--- config.mk ---
export PLATFORM = sky130hd
export DESIGN_NAME = rr_grant_arbiter
export DESIGN_NICKNAME = d
export VERILOG_FILES = /design/src/rtl/rr_grant_arbiter.sv
export SDC_FILE = /design/constraint.sdc
export NUM_CORES = 1
export LEC_CHECK = 0
export CELL_PAD_IN_SITES_DETAIL_PLACEMENT = 0
export CELL_PAD_IN_SITES_GLOBAL_PLACEMENT = 1
export CORE_ASPECT_RATIO = 0.6
export CORE_MARGIN = 1.5
export CORE_UTILIZATION = 47
export DETAILED_ROUTE_END_ITERATION = 10
export PLACE_DENSITY_LB_ADDON = 0.12
export RECOVER_POWER = 25
export SLEW_MARGIN = 20
export SYNTH_ARGS = -nofsm -noshare
export SYNTH_HDL_FRONTEND = slang
export SYNTH_SLANG_ARGS = --single-unit
export TNS_END_PERCENT = 100
--- constraint.sdc ---
create_clock -name clk -period 8.31 [get_ports clk]
set_clock_uncertainty 0.2 [all_clocks]
set_input_delay 1.2465 -clock clk [delete_from_list [all_inputs] [get_ports clk]]
set_output_delay 1.2465 -clock clk [all_outputs]
set_load 0.02 [all_outputs]
--- src/rtl/rr_grant_arbiter.sv ---
// Round-robin grant arbiter: one owner at a time, rotating priority, hold timeout.
// Latency: request seen at edge k is granted after edge k+1; at least one idle cycle between grants.
// Backpressure: none; an owner keeps the grant until release_i, dropping req, or MAX_HOLD cycles.
module rr_grant_arbiter #(
    parameter int N_REQ    = 8,
    parameter int MAX_HOLD = 16,
    localparam int IDX_W   = $clog2(N_REQ),
    localparam int CNT_W   = $clog2(MAX_HOLD)
) (
    input  logic             clk,
    input  logic             rst_n,
    input  logic [N_REQ-1:0] req,
    input  logic             release_i,
    output logic [N_REQ-1:0] gnt,
    output logic [IDX_W-1:0] gnt_idx,
    output logic             gnt_valid,
    output logic             timeout,
    output logic [IDX_W-1:0] ptr
);

    typedef enum logic {
        IDLE  = 1'b0,
        GRANT = 1'b1
    } state_t;

    state_t             state_q;
    state_t             state_d;
    logic [N_REQ-1:0]   gnt_d;
    logic [IDX_W-1:0]   idx_d;
    logic               valid_d;
    logic               timeout_d;
    logic [IDX_W-1:0]   ptr_d;
    logic [CNT_W-1:0]   hold_q;
    logic [CNT_W-1:0]   hold_d;

    logic               sel_found;
    logic [IDX_W-1:0]   sel_idx;
    logic [IDX_W-1:0]   ptr_after_owner;
    int                 cand;

    // Scan ptr, ptr+1, ... wrapping at N_REQ (not at 2**IDX_W) so non-power-of-two sizes work.
    always_comb begin
        sel_found = 1'b0;
        sel_idx   = '0;
        cand      = 0;
        for (int i = 0; i < N_REQ; i++) begin
            cand = 32'(ptr) + i;
            if (cand >= N_REQ) begin
                cand = cand - N_REQ;
            end
            if (!sel_found && req[IDX_W'(cand)]) begin
                sel_found = 1'b1;
                sel_idx   = IDX_W'(cand);
            end
        end
    end

    assign ptr_after_owner = (gnt_idx == IDX_W'(N_REQ - 1)) ? '0 : gnt_idx + IDX_W'(1);

    always_comb begin
        state_d   = state_q;
        gnt_d     = gnt;
        idx_d     = gnt_idx;
        valid_d   = gnt_valid;
        timeout_d = 1'b0;
        ptr_d     = ptr;
        hold_d    = hold_q;
        case (state_q)
            IDLE: begin
                if (sel_found) begin
                    state_d = GRANT;
                    gnt_d   = N_REQ'(1) << sel_idx;
                    idx_d   = sel_idx;
                    valid_d = 1'b1;
                    hold_d  = '0;
                end
            end
            GRANT: begin
                if (release_i || !req[gnt_idx] || (hold_q == CNT_W'(MAX_HOLD - 1))) begin
                    state_d   = IDLE;
                    gnt_d     = '0;
                    valid_d   = 1'b0;
                    ptr_d     = ptr_after_owner;
                    hold_d    = '0;
                    // Only a revocation the owner did not ask for counts as a timeout.
                    timeout_d = !release_i && req[gnt_idx];
                end else begin
                    hold_d = hold_q + CNT_W'(1);
                end
            end
            default: begin
                state_d = IDLE;
            end
        endcase
    end

    always_ff @(posedge clk or negedge rst_n) begin
        if (!rst_n) begin
            state_q   <= IDLE;
            gnt       <= '0;
            gnt_idx   <= '0;
            gnt_valid <= 1'b0;
            timeout   <= 1'b0;
            ptr       <= '0;
            hold_q    <= '0;
        end else begin
            state_q   <= state_d;
            gnt       <= gnt_d;
            gnt_idx   <= idx_d;
            gnt_valid <= valid_d;
            timeout   <= timeout_d;
            ptr       <= ptr_d;
            hold_q    <= hold_d;
        end
    end

endmodule

==> impl_metrics.ini <==
[synth]
synth_cell_types = 52
synth_top_cells_by_count = dfrtp_1 (21), nand2_1 (21), mux4_2 (12)
synthTopCellsByArea = dfrtp_1 (27%), mux4_2 (14%), mux2i_1 (5.1%)
synth_edf_count = 0
yosysTopAreaCell = dfrtp_1
synthCells = 170
netlist_area_um2 = 1960
synth_top_area_frac = 0.269
avgSynthCellArea_um2 = 11.5
async_flop_share = 1.00
yosysSeqAreaShare = 0.269
ys.flop_type = dfrtp_1
synth_seq_cells = 21
ys_warn_count = 0
syn-num-nets = 186

[setup_path]
crit_fanout = 7
rrSetupSlack_ns = 4.12
cp.arrival_ns = 4.21
cp.required_ns = 8.31
cp-end-kind = register
reg2reg_depth = 9
start_kind = primary input
crit_type = in2reg

[drt]
dr.pass1.iters = 4
final_antenna_net_count = 0
drt_iter0_drc = 91
drt_wl_total_um = 4420
vias = 1506
post_drt_via_cell_ratio = 6.28
drc = 0
wl_per_cell_um = 18.4

[clock_tree]
cts_buffers = 3
clk_latency_ns = 0.26
cts_tree = yes
cts_sinks = 21
cts_root_buf = clkbuf_8
postCtsHoldBufs = 0
path_clk_slew_ns = 0.07
cts.path.max_buffers = 2
cts-htree-levels = 1
cts_setup_buffers = 0
cts.repair.resized = 0

[layout]
diodes = 0
drive_gt1_frac = 0.244
instances_no_fill = 240
final_nets = 210
design_area_um2 = 2230
syn2layout_area_growth_pct = 13.7

[floorplanning]
die_x_um = 86.3
die_h_um = 53.0
core_area_um2 = 3830
start_util = 0.511
rows = 17
dieArea_um2 = 4570
ios = 27

[sta]
period_needed_ns = 4.21
hold_viol_final = 0
drv_slew = 0
timing.fmax_mhz = 238
period_share = 0.507
setup_viol = 0
fin_tns_setup_ns = 0
worst_pin_slew_ns = 0.959
rsz0062_at_grt = false
slew_headroom = 0.359

[placed_design]
gp_congestion = 0.921
dpl.cell_count = 236
placed_cell_area_um2 = 2180
dp_hpwl_um = 3390
io_buffers = 26

[job]
drv_cap = 0

[grt]
first_global_vias = 1314
grt_usage = 0.209
grt_pass1_wl_um = 7090
grt_remaining_overflow = 0
grt_max_degree = 22
antenna_found_initial = 0

[outcome]
status = finished clean

[min_path]
hp-class = reg2reg
worstHoldPathCells = 1
[routing by layer]
metal  routed length [um]  vias to the layer above  global-route usage
met5                    0                        -                   0
met3                  342                        0              0.0546
met1                 2370                      740               0.348
li1                     -                      708                   -
met2                 1700                       58               0.268
met4                    0                        0              0.0161
[worst paths after layout]
| path | from | to |
|---|---|---|
| min in group asynchronous | rst_n | gnt_idx[1] |
| setup reg to reg | ptr[0] | gnt[0] |
| max in group asynchronous | rst_n | gnt_idx[0] |
| hold reg to reg | hold_q[3] | hold_q[3] |
| hold / removal | hold_q[3] | hold_q[3] |
| setup / recovery | req[6] | gnt[0] |
[sequential cells by signal, summed over array words and instances, names as in the netlist]
name       count
gnt            8
ptr            3
hold_q         4
gnt_idx        3
timeout        1
gnt_valid      1
state_q        1
[worst max-delay path, cell delays in order]
cell             delay (ns)
clkdlybuf4s50_1        0.58
mux2i_1                0.26
mux4_2                 0.59
a32oi_4                0.40
a211oi_1               0.12
a2111oi_2              0.45
a21oi_1                0.07
nor2_1                 0.27
a32o_2                 0.22
[placed cells by master (no fill, tap or decap), drive strengths merged, types with 2 or more instances in the layout]
| master | Yosys | routed |
|---|---|---|
| mux4 | 13 | 13 |
| nand2 | 23 | 23 |
| a32o | 4 | 4 |
| nor2 | 10 | 10 |
| mux2i | 13 | 13 |
| clkbuf | 2 | 3 |
| nand2b | 3 | 3 |
| nand3 | 4 | 4 |
| nor3 | 2 | 2 |
| mux2 | 6 | 6 |
| a21o | 4 | 4 |
| a32oi | 4 | 4 |
| ha | 5 | 5 |
| xnor2 | 2 | 2 |
| dfrtp | 21 | 21 |
| o31ai | 2 | 2 |
| o21ai | 15 | 15 |
| clkdlybuf4s50 | 0 | 25 |
| inv | 5 | 5 |
| a22o | 3 | 3 |
| nor2b | 2 | 2 |
| and2 | 3 | 3 |
| a21oi | 6 | 6 |
[per-stage QoR]
step	hold slack (ns)	util	worst slack (ns)
3_5_place_dp	0.269	0.569	3.87
2_1_floorplan	0.246	-	4.76
4_1_cts	0.280	0.581	4.07
6_report	0.276	0.581	4.10
5_1_grt	0.314	0.581	3.78
3_3_place_gp	0.264	0.569	3.92
[logic make-up (layout without fill, tap and decap cells)]
group,count (synthesis),after routing,synth area share
DFF,21,21,0.269
muxes,32,32,0.272
adders and majority gates,5,5,0.0320
buffers and inverters,12,35,0.0588
AOI/OAI and AO/OA,46,46,0.187
xor gates and xnor gates,3,3,0.0365
and+or+nand+nor,51,51,0.145
[final cells by class]
type	instances	area, um2
timing repair buffer	26	260
tap	47	58.8
clock buffer	3	41.3
inverter	5	18.8
clock inverter	1	5.00
multi-input combinational	137	1320
sequential	21	526
fill	316	1600
Power is not shown: default switching activity piles up to over one toggle a cycle in this logic, so the estimate is an artifact.
